[config.mk]
export PLATFORM = sky130hd
export DESIGN_NAME = instr_encoder_flat
export DESIGN_NICKNAME = d
export VERILOG_FILES = /design/src/rtl/instr_encoder_if.sv /design/src/rtl/instr_encoder.sv /design/src/flat_wrapper.sv
export SDC_FILE = /design/constraint.sdc
export NUM_CORES = 1
export LEC_CHECK = 0
export ABC_AREA = 1
export CORE_MARGIN = 2
export CORE_UTILIZATION = 50
export DETAILED_ROUTE_END_ITERATION = 8
export PLACE_DENSITY = 0.8
export SLEW_MARGIN = 10
export SYNTH_ARGS = -nofsm -noshare
export SYNTH_HDL_FRONTEND = slang
export SYNTH_SLANG_ARGS = --single-unit
export TNS_END_PERCENT = 10
[constraint.sdc]
create_clock -name clk -period 2.7 [get_ports clk]
set_clock_uncertainty 0.2 [all_clocks]
set_input_delay 0.54 -clock clk [delete_from_list [all_inputs] [get_ports clk]]
set_output_delay 0.54 -clock clk [all_outputs]
set_load 0.005 [all_outputs]
[src/rtl/instr_encoder_if.sv]
// Request/response bus of the RV32I instruction encoder: field-level request in,
// tagged 32-bit instruction word out, each direction with its own valid/ready pair.
interface instr_encoder_if #(
    parameter int unsigned ADDR_WIDTH = 6
) ();
    logic                  in_valid;
    logic                  in_ready;
    logic [2:0]            in_class;
    logic [4:0]            in_rd;
    logic [4:0]            in_rs1;
    logic [4:0]            in_rs2;
    logic [2:0]            in_funct3;
    logic                  in_funct7b5;
    logic [31:0]           in_imm;
    logic                  out_valid;
    logic                  out_ready;
    logic [31:0]           out_instr;
    logic [ADDR_WIDTH+1:0] out_addr;

    modport master (
        output in_valid, in_class, in_rd, in_rs1, in_rs2, in_funct3, in_funct7b5, in_imm,
        output out_ready,
        input  in_ready, out_valid, out_instr, out_addr
    );

    modport slave (
        input  in_valid, in_class, in_rd, in_rs1, in_rs2, in_funct3, in_funct7b5, in_imm,
        input  out_ready,
        output in_ready, out_valid, out_instr, out_addr
    );
endinterface

[src/rtl/instr_encoder.sv]
// Sequential RV32I instruction encoder: assembles instruction words from field-level
// requests and emits them through a 2-entry FIFO tagged with sequential byte addresses.
module instr_encoder #(
    parameter int unsigned ADDR_WIDTH    = 6,
    parameter int unsigned ERR_CNT_WIDTH = 8
) (
    input  logic                     clk,
    input  logic                     rst_n,
    instr_encoder_if.slave           bus,
    output logic                     err,
    output logic [ERR_CNT_WIDTH-1:0] err_count,
    output logic [ADDR_WIDTH:0]      emit_count
);
    localparam int unsigned OUT_AW = ADDR_WIDTH + 2;
    localparam int unsigned EMIT_W = ADDR_WIDTH + 1;

    localparam logic [2:0] CLS_LW  = 3'd0;
    localparam logic [2:0] CLS_SW  = 3'd1;
    localparam logic [2:0] CLS_R   = 3'd2;
    localparam logic [2:0] CLS_BEQ = 3'd3;
    localparam logic [2:0] CLS_I   = 3'd4;
    localparam logic [2:0] CLS_JAL = 3'd5;

    logic [31:0] imm;
    logic        fits12_c;
    logic        fits13_c;
    logic        fits21_c;
    logic        is_shift_c;
    logic [31:0] enc_word_c;
    logic        enc_legal_c;
    logic        accept_c;
    logic        push_c;
    logic        pop_c;
    logic [1:0]  count_q;
    logic [1:0]  count_nxt;
    logic [31:0] tail_q;

    assign imm        = bus.in_imm;
    assign fits12_c   = (imm[31:11] == {21{imm[11]}});
    assign fits13_c   = (imm[31:12] == {20{imm[12]}});
    assign fits21_c   = (imm[31:20] == {12{imm[20]}});
    assign is_shift_c = (bus.in_funct3 == 3'b001) || (bus.in_funct3 == 3'b101);

    // Field packing and legality of the request currently presented
    always_comb begin
        enc_word_c  = '0;
        enc_legal_c = 1'b0;
        case (bus.in_class)
            CLS_LW: begin
                enc_word_c  = {imm[11:0], bus.in_rs1, 3'b010, bus.in_rd, 7'b0000011};
                enc_legal_c = fits12_c;
            end
            CLS_SW: begin
                enc_word_c  = {imm[11:5], bus.in_rs2, bus.in_rs1, 3'b010, imm[4:0], 7'b0100011};
                enc_legal_c = fits12_c;
            end
            CLS_R: begin
                enc_word_c  = {1'b0, bus.in_funct7b5, 5'b00000, bus.in_rs2, bus.in_rs1,
                               bus.in_funct3, bus.in_rd, 7'b0110011};
                enc_legal_c = 1'b1;
            end
            CLS_BEQ: begin
                enc_word_c  = {imm[12], imm[10:5], bus.in_rs2, bus.in_rs1, 3'b000,
                               imm[4:1], imm[11], 7'b1100011};
                enc_legal_c = fits13_c && !imm[0];
            end
            CLS_I: begin
                if (is_shift_c) begin
                    enc_word_c  = {1'b0, bus.in_funct7b5, 5'b00000, imm[4:0], bus.in_rs1,
                                   bus.in_funct3, bus.in_rd, 7'b0010011};
                    enc_legal_c = (imm[31:5] == 27'd0);
                end else begin
                    enc_word_c  = {imm[11:0], bus.in_rs1, bus.in_funct3, bus.in_rd, 7'b0010011};
                    enc_legal_c = fits12_c;
                end
            end
            CLS_JAL: begin
                enc_word_c  = {imm[20], imm[10:1], imm[11], imm[19:12], bus.in_rd, 7'b1101111};
                enc_legal_c = fits21_c && !imm[0];
            end
            default: ;
        endcase
    end

    assign accept_c = bus.in_valid && bus.in_ready;
    assign push_c   = accept_c && enc_legal_c;
    assign pop_c    = bus.out_valid && bus.out_ready;

    always_comb begin
        count_nxt = count_q;
        case ({push_c, pop_c})
            2'b10:   count_nxt = count_q + 2'd1;
            2'b01:   count_nxt = count_q - 2'd1;
            default: ;
        endcase
    end

    // out_instr is the FIFO head register; tail_q holds the second entry
    always_ff @(posedge clk or negedge rst_n) begin
        if (!rst_n) begin
            count_q       <= '0;
            tail_q        <= '0;
            bus.in_ready  <= 1'b1;
            bus.out_valid <= 1'b0;
            bus.out_instr <= '0;
            bus.out_addr  <= '0;
            err           <= 1'b0;
            err_count     <= '0;
            emit_count    <= '0;
        end else begin
            count_q       <= count_nxt;
            bus.in_ready  <= (count_nxt != 2'd2);
            bus.out_valid <= (count_nxt != 2'd0);
            err           <= accept_c && !enc_legal_c;
            if (pop_c) begin
                bus.out_instr <= (push_c && (count_q == 2'd1)) ? enc_word_c : tail_q;
                bus.out_addr  <= bus.out_addr + OUT_AW'(4);
                if (emit_count != '1) begin
                    emit_count <= emit_count + EMIT_W'(1);
                end
            end else if (push_c) begin
                if (count_q == 2'd0) begin
                    bus.out_instr <= enc_word_c;
                end else begin
                    tail_q <= enc_word_c;
                end
            end
            if (accept_c && !enc_legal_c && (err_count != '1)) begin
                err_count <= err_count + ERR_CNT_WIDTH'(1);
            end
        end
    end
endmodule

[src/flat_wrapper.sv]
// flat-port wrapper written by rule: the top's interface ports become plain ports
module instr_encoder_flat 
#(
    parameter int unsigned ADDR_WIDTH    = 6,
    parameter int unsigned ERR_CNT_WIDTH = 8
)
  (clk, rst_n, err, err_count, emit_count, bus_in_valid, bus_in_class, bus_in_rd, bus_in_rs1, bus_in_rs2, bus_in_funct3, bus_in_funct7b5, bus_in_imm, bus_out_ready, bus_in_ready, bus_out_valid, bus_out_instr, bus_out_addr);
  instr_encoder_if #(.ADDR_WIDTH(ADDR_WIDTH)) bus_i ();
  input  logic clk;
  input  logic rst_n;
  output logic err;
  output logic [ERR_CNT_WIDTH-1:0] err_count;
  output logic [ADDR_WIDTH:0] emit_count;
  input wire logic [$bits(bus_i.in_valid)-1:0] bus_in_valid;
  input wire logic [$bits(bus_i.in_class)-1:0] bus_in_class;
  input wire logic [$bits(bus_i.in_rd)-1:0] bus_in_rd;
  input wire logic [$bits(bus_i.in_rs1)-1:0] bus_in_rs1;
  input wire logic [$bits(bus_i.in_rs2)-1:0] bus_in_rs2;
  input wire logic [$bits(bus_i.in_funct3)-1:0] bus_in_funct3;
  input wire logic [$bits(bus_i.in_funct7b5)-1:0] bus_in_funct7b5;
  input wire logic [$bits(bus_i.in_imm)-1:0] bus_in_imm;
  input wire logic [$bits(bus_i.out_ready)-1:0] bus_out_ready;
  output wire logic [$bits(bus_i.in_ready)-1:0] bus_in_ready;
  output wire logic [$bits(bus_i.out_valid)-1:0] bus_out_valid;
  output wire logic [$bits(bus_i.out_instr)-1:0] bus_out_instr;
  output wire logic [$bits(bus_i.out_addr)-1:0] bus_out_addr;
  assign bus_i.in_valid = bus_in_valid;
  assign bus_i.in_class = bus_in_class;
  assign bus_i.in_rd = bus_in_rd;
  assign bus_i.in_rs1 = bus_in_rs1;
  assign bus_i.in_rs2 = bus_in_rs2;
  assign bus_i.in_funct3 = bus_in_funct3;
  assign bus_i.in_funct7b5 = bus_in_funct7b5;
  assign bus_i.in_imm = bus_in_imm;
  assign bus_i.out_ready = bus_out_ready;
  assign bus_in_ready = bus_i.in_ready;
  assign bus_out_valid = bus_i.out_valid;
  assign bus_out_instr = bus_i.out_instr;
  assign bus_out_addr = bus_i.out_addr;
  instr_encoder #(.ADDR_WIDTH(ADDR_WIDTH), .ERR_CNT_WIDTH(ERR_CNT_WIDTH)) u_core (.clk(clk), .rst_n(rst_n), .bus(bus_i), .err(err), .err_count(err_count), .emit_count(emit_count));
endmodule
Word level (Yosys, flattened, before mapping)
Index checks and enable logic that the tools add are counted.
{"block": "totals", "elab_cells": 62, "ff_bits": 92, "inputBits": 58, "output_inout_bits": 58}
{"block": "classes", "n_mux": 9, "addsub": 5, "bitwise_logic": 2, "eq_ne": 16, "reduce_logical": 21}
{"operator": "$pmux W32 S6", "n": 1}
{"operator": "$mux W32", "n": 5}
{"operator": "$logic_not A27 Y1", "n": 1}
{"operator": "$eq A20 B20 Y1", "n": 1}
{"operator": "$eq A19 B19 Y1", "n": 1}
{"operator": "$eq A11 B11 Y1", "n": 1}
{"operator": "$eq A3 B3 Y1 const B", "n": 3}
{"operator": "$add A8 B1 Y8 const B", "n": 1}
{"operator": "$add A8 B3 Y8 const B", "n": 1}
{"operator": "$logic_and A1 B1 Y1", "n": 8}
{"operator": "$ne A8 B8 Y1 const B", "n": 1}
{"operator": "$add A7 B1 Y7 const B", "n": 1}
{"operator": "$ne A7 B7 Y1 const B", "n": 1}
{"operator": "$eq A3 B1 Y1 const B", "n": 2}
{"operator": "$eq A3 B2 Y1 const B", "n": 2}
{"operator": "$reduce_bool A2 Y1", "n": 3}
{"operator": "$pmux W1 S5", "n": 1}
{"operator": "$eq A2 B1 Y1 const B", "n": 2}
{"operator": "$pmux W2 S2", "n": 1}
{"operator": "$reduce_and A2 Y1", "n": 2}
{"operator": "$logic_not A3 Y1", "n": 1}
{"operator": "$reduce_and A3 Y1", "n": 1}
{"operator": "$add A2 B1 Y2 const B", "n": 1}
{"operator": "$eq A2 B2 Y1 const B", "n": 1}
{"operator": "8 further kinds", "n": 10}

Logic depth before layout (Yosys ltp)
Gate-level depths: netlist (run 1).
{"block": "depth", "depth_word": 8, "mapped_depth": 18, "depth_no_buf": 18}

Worst setup path after synthesis (run 1)
Ideal clock, no wire load.
{"block": "synth_path", "path_kind": "input -> register", "startpoint": "input bus_in_imm[11]", "endpoint": "register u_core.bus.out_instr[22]", "t_required_ns": 2.434, "setup_slack_ns": 0.113, "n_path_buf": 2, "setup_time_ns": 0.066, "stages": 17, "arrival_time_ns": 2.321, "cell_sequence": "inv_1 ha_1 nand2_1 nor2_1 nand3_1 nor2_1 nand2_1 nand2_1 nand2_1 nand3_2 nand2_2 ha_1 nor2_1 clkbuf_1 buf_2 nand3_1 nand2_1"}
{"block": "synth_between", "elab_chain_len": 7, "word_cells_on_any_way": 10, "classes_between": "eq/ne: 1; mux: 4; reduce/logical: 5"}
{"item": "start: declaration", "line": "flat_wrapper.sv:21", "rtl": "input wire logic [$bits(bus_i.in_imm)-1:0] bus_in_imm;"}
{"item": "$eq A20 B20 Y1 / $logic_not A27 Y1 (equally long branches)", "line": "instr_encoder.sv:39, instr_encoder.sv:71"}
{"item": "$mux W1", "line": "instr_encoder.sv:68", "rtl": "if (is_shift_c) begin"}
{"item": "$pmux W1 S5 (*)", "line": "instr_encoder.sv:48", "rtl": "case (bus.in_class)"}
{"item": "$logic_and A1 B1 Y1 (*)", "line": "instr_encoder.sv:86", "rtl": "assign push_c = accept_c && enc_legal_c;"}
{"item": "$logic_and A1 B1 Y1", "line": "instr_encoder.sv:116", "rtl": "bus.out_instr <= (push_c && (count_q == 2'd1)) ? enc_word_c : tail_q;"}
{"item": "$mux W32", "line": "instr_encoder.sv:116"}
{"item": "$mux W32", "line": "instr_encoder.sv:115", "rtl": "if (pop_c) begin"}
{"item": "end signal: assignment", "line": "instr_encoder.sv:116"}
{"item": "end signal: assignment", "line": "instr_encoder.sv:123", "rtl": "bus.out_instr <= enc_word_c;"}
{"item": "end: declaration", "line": "instr_encoder_if.sv:29", "rtl": "output in_ready, out_valid, out_instr, out_addr"}
Mark *: on every way between the ends. The rest lies on a longest branch, timed or not.
A chain may end at the register's enable or synchronous reset.

Worst setup path after layout (run 1)
{"block": "layout_path", "startpoint": "input bus_in_imm[6]", "endpoint": "register u_core.bus.in_ready"}
{"block": "layout_between", "elab_chain_len": 7, "word_cells_on_any_way": 8, "classes_between": "eq/ne: 3; mux: 3; reduce/logical: 2"}
{"item": "$logic_not A27 Y1 (*)", "line": "instr_encoder.sv:71", "rtl": "enc_legal_c = (imm[31:5] == 27'd0);"}
{"item": "$mux W1 (*)", "line": "instr_encoder.sv:68"}
{"item": "$pmux W1 S5 (*)", "line": "instr_encoder.sv:48"}
{"item": "$logic_and A1 B1 Y1 (*)", "line": "instr_encoder.sv:86"}
{"item": "$eq A2 B1 Y1 / $eq A2 B2 Y1 (equally long branches)", "line": "instr_encoder.sv:91", "rtl": "case ({push_c, pop_c})"}
{"item": "$pmux W2 S2 (*)", "line": "instr_encoder.sv:91"}
{"item": "$ne A2 B2 Y1 (*)", "line": "instr_encoder.sv:112", "rtl": "bus.in_ready <= (count_nxt != 2'd2);"}
{"item": "end signal: assignment", "line": "instr_encoder.sv:112"}
{"item": "end: declaration", "line": "instr_encoder_if.sv:29"}
Marks and branches as above.

==> results of run 1 <==
## kinds of logic (layout without fill, tap and decap cells)
| family | count (synthesis) | in the layout | share of synthesized area (%) |
|---|---|---|---|
| AND/OR/NAND/NOR | 334 | 334 | 30.9 |
| buffers and inverters | 111 | 277 | 10.0 |
| flip-flops | 86 | 86 | 45.1 |
| AO/OA/AOI/OAI | 63 | 63 | 8.83 |
| XOR/XNOR | 15 | 15 | 2.75 |
| adder cells (fa/ha/maj) | 9 | 9 | 2.36 |
| other | 1 | 2 | 0.0785 |
## layer usage
metal | wire length, µm | global-route usage (%) | up-vias
li1 | - | - | 2290
met1 | 5940 | 36.4 | 2319
met2 | 7540 | 51.1 | 198
met3 | 788 | 4.42 | 31
met4 | 365 | 10.2 | 0
met5 | 0 | 0 | -
## timing repair
item,in CTS,in global routing
buffers inserted,2,2
endpoints found under the setup margin,31,34
pin swaps,1,17
resized for setup,8,46
## stage by stage
stage | util, % | cell area, µm² | hold WS (ps) | cells
final | 73.5 | 6790 | 62.1 | 915
after global routing | 73.5 | 6790 | 119 | 915
after CTS | 72.0 | 6650 | 104 | 913
after detailed placement | 69.5 | 6420 | 250 | 895
after global placement | 69.5 | 6420 | 248 | 895
after floorplan | - | 4780 | 44.4 | 620
## cells in the final DEF (no fill, tap or decap), types with 12 or more instances in the layout
cell / Yosys / final
nand2_1: 181 / 178
clkdlybuf4s50_1: 0 / 88
dfrtp_1: 85 / 85
nor2_2: 4 / 12
inv_1: 80 / 74
o21ai_1: 11 / 12
nand2_2: 14 / 16
o21ai_0: 16 / 15
buf_4: 6 / 57
dlymetal6s2s_1: 0 / 21
nor2_1: 35 / 25
nand3_1: 75 / 75
## synthesized netlist by cell type, drive strengths merged, types with 4 or more instances
cell type / count / area, µm²
nand2: 196 / 778
dfrtp: 85 / 2130
inv: 85 / 327
nand3: 77 / 395
nor2: 40 / 176
o21ai: 37 / 223
buf: 18 / 123
a22oi: 10 / 75.1
xor2: 10 / 87.6
ha: 9 / 113
clkbuf: 7 / 26.3
nand4: 7 / 43.8
nor3: 7 / 35.0
xnor2: 5 / 43.8
a32o: 4 / 40.0
## worst min-delay path by stage
stage	from	endpoint	slack [ps]
after floorplan	rst_n	u_core.bus.out_addr[2]	40
after global placement	u_core.tail_q[1]	u_core.tail_q[1]	250
after detailed placement	u_core.tail_q[1]	u_core.tail_q[1]	250
after CTS	rst_n	u_core.bus.out_instr[8]	100
after global routing	rst_n	u_core.bus.out_instr[9]	120
final	rst_n	u_core.bus.out_instr[8]	60
## registers in the layout, indices dropped and copies added (netlist names)
register / flops
u_core.bus.out_instr: 30
u_core.tail_q: 30
u_core.err_count: 8
u_core.emit_count: 7
u_core.bus.out_addr: 6
u_core.count_q: 2
u_core.bus.in_ready: 1
u_core.bus.out_valid: 1
u_core.err: 1
## layout make-up
| cell class | count | area share [%] |
|---|---|---|
| multi-input cells | 423 | 32.9 |
| clock inverters | 7 | 1.18 |
| inverters | 86 | 4.86 |
| flip-flops and latches | 86 | 31.7 |
| clock buffers | 9 | 1.82 |
| repair buffers | 175 | 25.2 |
| well taps | 129 | 2.38 |
## power by group
part	internal (W)	switching, W
Combinational	0.00136	0.00124
Sequential	0.00184	0.000394
Clock	0.000441	0.000519
Total	0.00364	0.00216
==> summary.txt, run 1 <==
Power
  • Pwr Density: 853 nW/µm²
  • Pleak: 3.55 nW
  • Power Total: 0.00579 W
  • Maximum vdd drop: 0.000571 V

Setup path
  • Crit Path Max Fanout: 3
  • Worst EP arrival: 2680 ps
  • Largest delay share family, worst path: simple AND/OR/NAND/NOR gates
  • Critical Path Start Type: input port
  • CP Cell Sequence: clkdlybuf4s50_1 > or2_4 > nor2_2 > nand3_1 > nor2_1 > nand2_1 > nand2_1 > nand2_1 > nand3_2 > nand2_4 > ha_4 > inv_2 > o211ai_1 > buf_4 > buf_4 > buf_4 > nand3_1
  • Critical path type: in2reg
  • R2R Path End: u_core.err_count[2]
  • Max incr delay on CP: 440 ps
  • Buffers & Inverters on Critical Path: 5
  • R2r setup slk: 520 ps
  • Worst path required time: 2800 ps
  • Crit path from: bus_in_imm[6]
  • Worst Setup End Kind: flip-flop
  • Worst R2R Start: u_core.err_count[0]
  • CP max-delay cell: clkdlybuf4s50_1
  • Worst R2R Path Depth: 10
  • Critical Path End: u_core.bus.in_ready
  • Critical path depth: 17

Timing
  • Slew @ Worst Pin: 847 ps
  • Sum Neg Setup Slack: 0 ps
  • Final period utilization: 95.6%
  • Tmin final: 2580 ps
  • Final WS setup: 119 ps
  • Slew Viols, Final: 0
  • Setup violators final: 0
  • Max-slew headroom: 43.5%
  • FMAX: 0.387 GHz
  • Final Hold Vio Count: 0

Floorplan
  • I/O Pins: 116
  • Die W: 102 µm
  • Effective utilization at floorplan: 51.7%
  • Die footprint: 10400 µm²
  • CORE AREA: 9240 µm²
  • Row count: 35
  • Die H: 102 µm

Drt
  • Drt wl/cell: 16.0 µm
  • Routed WL: 14600 µm
  • Final ANT Viol Nets: 0
  • Router iterations before antenna repair: 5
  • Residual DRC: 0
  • Initial DRC Count: 354
  • Vias: 4838
  • Vias per inst: 5.29

Cells and area
  • Reg area: 2150 µm²
  • Final Net Count: 848
  • Share of cells above drive strength 1: 18.3%
  • Multi-input gate area: 2230 µm²
  • # fillers: 727
  • Area delta synth->final: 42.2%
  • Antenna diodes: 0

Synth
  • Post-synth EDFFs: 0
  • Synth Register Bits: 86
  • Synth unique cells: 42
  • Ys Warns: 0
  • Async SR Flop Fraction: 100%
  • Synth Instances: 619
  • Seq/Total Area, Yosys: 45.1%
  • Mean post-synth cell area: 7.72 µm²
  • Syn Std Cell Area: 4780 µm²
  • Ys flop type: dfrtp_1

Place
  • Routability cong.: 0.964
  • Post-DP HPWL: 10900 µm
  • Pre-CTS WS: -516 ps
  • PortBufs: 113

CTS
  • CTS Sinks: 86
  • Clk_lat worst skew: 360 ps
  • Clock root cell: clkbuf_8
  • Cts hold-fix bufs: 0
  • Clock Pin Slew Worst Setup and Hold Paths: 100 ps
  • Clock buffer depth: 2
  • H-tree levels: 3
  • TritonCTS clock tree: built
  • Total CTS buffers: 9

Global routing
  • Vias in the first global route: 4904
  • Antenna violations before repair: 0
  • Total track usage: 29.1%
  • Largest net degree at the start of global routing: 65
  • Grt total ovfl: 0
  • First-pass GRT wire length: 23500 µm

Run
  • Max-cap viol count: 0

Worst hold path
  • Worst min-delay path category: in2async

Run status
  • Outcome: finished, final reports clean
Power figures use the tool's default switching activity.
==> run 2: changes to the inputs <==
--- a/config.mk
+++ b/config.mk
@@ -6,8 +6,8 @@
 export NUM_CORES = 1
 export LEC_CHECK = 0
 export ABC_AREA = 1
-export CORE_MARGIN = 2
 export CORE_UTILIZATION = 50
+export CTS_BUF_LIST = sky130_fd_sc_hd__clkbuf_16
 export DETAILED_ROUTE_END_ITERATION = 8
 export PLACE_DENSITY = 0.8
 export SLEW_MARGIN = 10
==> run 2 against run 1 <==
Compared with the run above: fmax down 1.4%; clock power increased by 41%; non-clock buffer count increased by 7; count of clock-buffer cells in the layout stayed put; global-route usage rose by 0.80 points; sequential share of layout area is 0.72 points lower; wire length down 0.19%; largest power group unchanged.
==> summary.txt, run 2 (synthesized netlist as in run 1, its figures left out) <==
Timing
  • Final Hold Vio Count: 0 (unchanged)
  • Max-slew headroom: 58.1% (+15 points)
  • Final period utilization: 96.9% (+1.3 points)
  • Slew Viols, Final: 0 (unchanged)
  • FMAX: 0.382 GHz (-1.4%)
  • Setup violators final: 0 (unchanged)
  • Worst hold margin: 6.25 ps (-55.9 ps)
  • Sum Neg Setup Slack: 0 ps (unchanged)
  • Tmin final: 2620 ps (+35.8 ps)
  • Slew @ Worst Pin: 628 ps (-219 ps)

Cells and area
  • Post-Layout Cell Count: 921 (+0.66%)
  • # fillers: 707 (-2.8%)
  • Reg area: 2150 µm² (unchanged)
  • Antenna diodes: 0 (unchanged)
  • Commonest non-fill, non-tap cell in the layout: nand2_1
  • Final Net Count: 855 (+0.83%)
  • Regs by FF count: u_core.bus.out_instr x30, u_core.tail_q x30, u_core.err_count x8
  • Area delta synth->final: 45.5%
  • Share of cells above drive strength 1: 19.6% (+1.3 points)
  • Multi-input gate area: 2250 µm² (+0.90%)
  • Most frequent cells in the layout: nand2_1, dfrtp_1, clkdlybuf4s50_1, inv_1, nand3_1

Power
  • Maximum vdd drop: 0.000551 V (-3.4%)
  • Pleak: 3.62 nW (+2.0%)
  • Pwr Density: 883 nW/µm² (+3.5%)

Place
  • Post-DP HPWL: 10500 µm (-3.3%)
  • PortBufs: 113 (unchanged)
  • Routability cong.: 0.980 (+1.7%)
  • Placed Cells: 894 (-0.11%)

Setup path
  • CP max-delay cell: clkdlybuf4s50_1
  • Max incr delay on CP: 460 ps (+20 ps)
  • R2r setup slk: 680 ps (+160 ps)
  • Crit-path most repeated cell: nand2_1
  • Worst EP arrival: 2640 ps (-40 ps)
  • Worst R2R Start: u_core.bus.out_valid
  • R2R Path End: u_core.bus.out_instr[6]
  • Crit Path Max Fanout: 10 (+7)
  • CP Cell Sequence: clkdlybuf4s50_1 > nor3_2 > buf_4 > nand3_1 > nor2_1 > nand2_1 > nand2_1 > nand2_2 > nand3_4 > nand2_4 > ha_2 > nor2_4 > inv_4 > buf_6 > nand2_1 > nand2_1
  • Critical Path Start Type: input port
  • Worst R2R Path Depth: 8 (-2)
  • Worst path required time: 2720 ps (-80 ps)
  • Critical Path End: u_core.bus.out_instr[27]
  • Worst Setup End Kind: flip-flop
  • Crit path from: bus_in_imm[5]
  • Critical path type: in2reg

CTS
  • Clk_lat worst skew: 340 ps (-20 ps)
  • Clock buffer depth: 2 (unchanged)
  • Total CTS buffers: 9 (unchanged)
  • H-tree levels: 3 (unchanged)
  • Clock root cell: clkbuf_16
  • Cts hold-fix bufs: 0 (unchanged)
  • CTS Sinks: 86 (unchanged)
  • TritonCTS clock tree: built
  • Clock Pin Slew Worst Setup and Hold Paths: 60 ps (-40 ps)

Drt
  • Drt wl/cell: 15.9 µm (-0.84%)
  • Initial DRC Count: 267 (-25%)
  • Router iterations before antenna repair: 5 (unchanged)
  • Vias per inst: 5.39 (+1.9%)
  • Final ANT Viol Nets: 0 (unchanged)
  • Residual DRC: 0 (unchanged)
  • Vias: 4964 (+2.6%)
  • Routed WL: 14600 µm (-0.19%)

Run status
  • Outcome: finished, final reports clean

Global routing
  • Grt total ovfl: 0 (unchanged)
  • First-pass GRT wire length: 23100 µm (-2.0%)
  • Vias in the first global route: 4857 (-0.96%)
  • Antenna violations before repair: 0 (unchanged)
  • Largest net degree at the start of global routing: 46 (-29%)
  • Total track usage: 29.9% (+0.80 points)

Floorplan
  • Die W: 99.7 µm (-2.0%)
  • CORE AREA: 9240 µm² (unchanged)
  • I/O Pins: 116 (unchanged)
  • Die footprint: 9950 µm² (-3.9%)
  • Die H: 99.7 µm (-2.0%)
  • Row count: 35 (unchanged)
  • Effective utilization at floorplan: 51.7% (unchanged)

Run
  • Max-cap viol count: 0 (unchanged)

Worst hold path
  • Worst min-delay path category: in2async
## run 2: cell count changes in the layout (fill, tap and decap cells not counted), moves of 3 or more
| cell | before | now |
|---|---|---|
| buf_6 | 1 | 4 |
| ha_1 | 8 | 5 |
| buf_12 | 5 | 2 |
| clkdlybuf4s50_1 | 88 | 84 |
| nand2_2 | 16 | 20 |
| ha_2 | 0 | 3 |
| clkbuf_8 | 9 | 0 |
| nand2_1 | 178 | 174 |
| dlygate4sd2_1 | 3 | 8 |
| clkbuf_16 | 0 | 9 |
| buf_4 | 57 | 64 |
## run 2: cell type report
class	instances	share of cell area (%)
clock inverters	6	1.39
multi-input cells	423	32.4
clock buffers	9	3.24
well taps	129	2.32
inverters	86	4.79
flip-flops and latches	86	31.0
repair buffers	182	24.8
## run 2: per-stage QoR
stage	power (W)	setup slack, ps	instance area (µm²)	utilization, %
floorplan	0.00340	113	4780	-
global placement	0.00457	-471	6380	69.0
detailed placement	0.00469	-549	6380	69.0
CTS	0.00609	4.13	6810	73.7
global route	0.00653	-36.3	6950	75.2
finish	0.00613	82.9	6950	75.2
## run 2: power by group
group	internal (W)	switching (W)
Clock	0.000815	0.000535
Sequential	0.00184	0.000394
Combinational	0.00133	0.00122
Total	0.00399	0.00215
## run 2: per-layer routing
layer	vias to the layer above	routed length, µm	global-route usage, %
li1	2301	-	-
met1	2398	5730	35.9
met2	210	7410	52.1
met3	55	830	4.15
met4	0	634	15.6
met5	-	0	0
## run 2: critical path: cells and delay by family
family	cells	cell delay, ps
and+or+nand+nor	11	1070
buffers and inverters	4	830
adders and majority gates	1	190
## run 2: worst min path at each step
stage	to	slack, ps	cells after the start
after floorplan	u_core.bus.out_addr[2]	40	0
after global placement	u_core.tail_q[1]	250	2
after detailed placement	u_core.bus.out_instr[16]	270	2
after CTS	u_core.bus.out_instr[1]	30	1
after global routing	u_core.tail_q[8]	70	1
final	u_core.tail_q[9]	6	1
## run 2: repair_timing
item / in CTS / in global routing
gates resized for setup: 17 / 52
pin swaps: 4 / 26
buffers inserted: 11 / 2
cloned: 0 / 0
endpoints found under the setup margin: 32 / 43
==> run 3: changes to the inputs <==
--- a/config.mk
+++ b/config.mk
@@ -6,10 +6,11 @@
 export NUM_CORES = 1
 export LEC_CHECK = 0
 export ABC_AREA = 1
-export CORE_UTILIZATION = 50
+export CAP_MARGIN = 15
+export CORE_UTILIZATION = 45
 export CTS_BUF_LIST = sky130_fd_sc_hd__clkbuf_16
 export DETAILED_ROUTE_END_ITERATION = 8
-export PLACE_DENSITY = 0.8
+export PLACE_DENSITY = 0.76
 export SLEW_MARGIN = 10
 export SYNTH_ARGS = -nofsm -noshare
 export SYNTH_HDL_FRONTEND = slang
==> constraint.sdc (replaced) <==
create_clock -name clk -period 2.4 [get_ports clk]
set_clock_uncertainty 0.2 [all_clocks]
set_input_delay 0.48 -clock clk [delete_from_list [all_inputs] [get_ports clk]]
set_output_delay 0.48 -clock clk [all_outputs]
set_load 0.005 [all_outputs]
==> run 3 against run 2 <==
Compared with the run above: die area is 11% higher; hold slack better by 250 ps; design area is 1.4% lower; power is 12% higher; setup slack better by 15 ps.
==> summary.txt, run 3 (synthesized netlist as in run 1, its figures left out) <==
Floorplan
  • Effective utilization at floorplan: 46.3% (-5.4 points)
  • Row count: 37 (+5.7%)
  • CORE AREA: 10300 µm² (+12%)
  • Die H: 105 µm (+5.3%)
  • I/O Pins: 116 (unchanged)
  • Die W: 105 µm (+5.3%)
  • Die footprint: 11000 µm² (+11%)

CTS
  • Clk_lat worst skew: 340 ps (about the same)
  • CTS Sinks: 86 (unchanged)
  • Clock Pin Slew Worst Setup and Hold Paths: 60 ps (about the same)
  • H-tree levels: 3 (unchanged)
  • Clock root cell: clkbuf_16
  • Clock buffer depth: 2 (unchanged)
  • Total CTS buffers: 9 (unchanged)
  • TritonCTS clock tree: built

Global routing
  • Vias in the first global route: 4723 (-2.8%)
  • Largest net degree at the start of global routing: 53 (+15%)
  • First-pass GRT wire length: 23300 µm (+1.1%)
  • Antenna violations before repair: 0 (unchanged)
  • Total track usage: 27.1% (-2.8 points)
  • Grt total ovfl: 0 (unchanged)

Setup path
  • CP Cell Sequence: buf_2 > inv_4 > buf_4 > nor2_4 > nor2_2 > nor2_1 > nand2_1 > nor2_1 > nand2_1 > nand3_2 > nand2_4 > ha_4 > inv_2 > o211ai_1 > nand2_1 > buf_4 > buf_4
  • Worst path required time: 2440 ps (-280 ps)
  • Critical Path Start Type: input port
  • Critical path type: in2reg
  • Largest delay share family, worst path: simple AND/OR/NAND/NOR gates
  • Worst Setup End Kind: flip-flop
  • Buffers & Inverters on Critical Path: 6 (+2)
  • Worst EP arrival: 2340 ps (-300 ps)
  • Crit Path Max Fanout: 4 (-6)
  • CP max-delay cell: ha_4
  • Max incr delay on CP: 270 ps (-190 ps)

Timing
  • Tmin final: 2300 ps
  • Final Hold Vio Count: 0 (unchanged)
  • Setup violators final: 0 (unchanged)
  • RSZ-0062 raised after global routing: yes
  • Slew Viols, Final: 0 (unchanged)
  • FMAX: 0.434 GHz
  • Sum Neg Setup Slack: 0 ps (unchanged)
  • Final period utilization: 95.9%

Place
  • PortBufs: 113 (unchanged)
  • Placed Cells: 900 (+0.67%)
  • Post-DP HPWL: 10300 µm (-1.7%)
  • Routability cong.: 0.881 (-10%)

Drt
  • Final ANT Viol Nets: 0 (unchanged)
  • Initial DRC Count: 294 (+10%)
  • Router iterations before antenna repair: 5 (unchanged)
  • Residual DRC: 0 (unchanged)
  • Vias: 4713 (-5.1%)
  • Vias per inst: 5.11 (-5.3%)
  • Drt wl/cell: 15.1 µm (-4.6%)
  • Routed WL: 14000 µm (-4.4%)

Worst hold path
  • Worst min-delay path category: in2reg

Cells and area
  • Regs by FF count: u_core.bus.out_instr x30, u_core.tail_q x30, u_core.err_count x8
  • Post-Layout Cell Count: 923 (+0.22%)
  • Share of cells above drive strength 1: 23.5% (+3.9 points)
  • Final Net Count: 849 (-0.70%)
  • Area delta synth->final: 43.4%
  • Most frequent cells in the layout: nand2_1, dfrtp_1, clkdlybuf4s50_1, nand3_1, inv_1
  • Commonest non-fill, non-tap cell in the layout: nand2_1
  • Final core occ: 66.4% (-8.9 points)
  • Antenna diodes: 0 (unchanged)

Run
  • Max-cap viol count: 0 (unchanged)

Power
  • Maximum vdd drop: 0.000631 V (+14%)
  • Pleak: 3.47 nW (-4.2%)
  • Pwr Density: 1010 nW/µm² (+14%)

Run status
  • Outcome: finished, final reports clean
## run 3: cell count changes in the layout (fill, tap and decap cells not counted), moves of 2 or more
cell / change
clkbuf_2: +23
dlymetal6s2s_1: -16
nor2_4: +4
nor2_1: -5
clkinv_4: -2
inv_1: -4
nand2_1: -2
dlygate4sd2_1: -6
inv_2: +5
buf_4: -9
buf_12: +4
clkinv_2: +2
ha_2: -2
clkdlybuf4s50_1: -4
## run 3: tightest hold or removal path: stages
cell and delay [ps]:
clkbuf_2 100, nand2_1 80, o21ai_0 90
## run 3: where the power goes
group / switching [W] / total (W) / internal (W) / leakage (nW)
combinational: 0.00136 / 0.00289 / 0.00153 / 2.21
clock: 0.000581 / 0.00149 / 0.000908 / 0.160
sequential: 0.000438 / 0.00251 / 0.00207 / 1.10
## run 3: final cells by class
type / count / area [µm²]
repair buffers: 176 / 1580
clock buffers: 9 / 225
multi-input cells: 423 / 2300
fillers: 844 / 3470
clock inverters: 7 / 88.8
well taps: 136 / 170
inverters: 86 / 333
flip-flops and latches: 86 / 2150
## run 3: final timing paths
check | endpoint | slack (ps) | cells after the start | startpoint
worst max register to register | u_core.err_count[3] | 380 | 10 | u_core.err_count[0]
worst min register to register | u_core.bus.out_addr[7] | 270 | 1 | u_core.bus.out_addr[7]
worst max-delay path | u_core.count_q[0] | 100 | 17 | bus_in_class[1]
max in group asynchronous | u_core.tail_q[31] | 930 | 3 | rst_n
worst min-delay path | u_core.tail_q[28] | 260 | 3 | bus_in_imm[8]
min in group asynchronous | u_core.bus.out_instr[10] | 420 | 2 | rst_n
## run 3: repair_timing
action                                  CTS  global route
endpoints found under the setup margin   70            57
hold buffers                              1             0
endpoints found under the hold margin    33             0
gates resized for setup                  60            82
setup buffers                             4             4
pin swaps                                24            42
## run 3: per-layer routing
metal  wire length (µm)  vias to the layer above  global-route usage, %
met2               6770                      158                   45.1
li1                   -                     2296                      -
met5                  0                        -                      0
met3                814                       22                   4.68
met1               6060                     2237                   35.2
met4                323                        0                   10.6
## run 3: per-stage QoR
stage               cell area, µm²  power, W  hold slack [ps]  setup WS [ps]
finish                        6850   0.00689              257           97.5
global placement              6430   0.00518              257           -690
detailed placement            6430   0.00532              267           -718
global route                  6850   0.00738              296          -20.5
floorplan                     4790   0.00384            -15.6          -19.3
CTS                           6840   0.00690              277          0.803
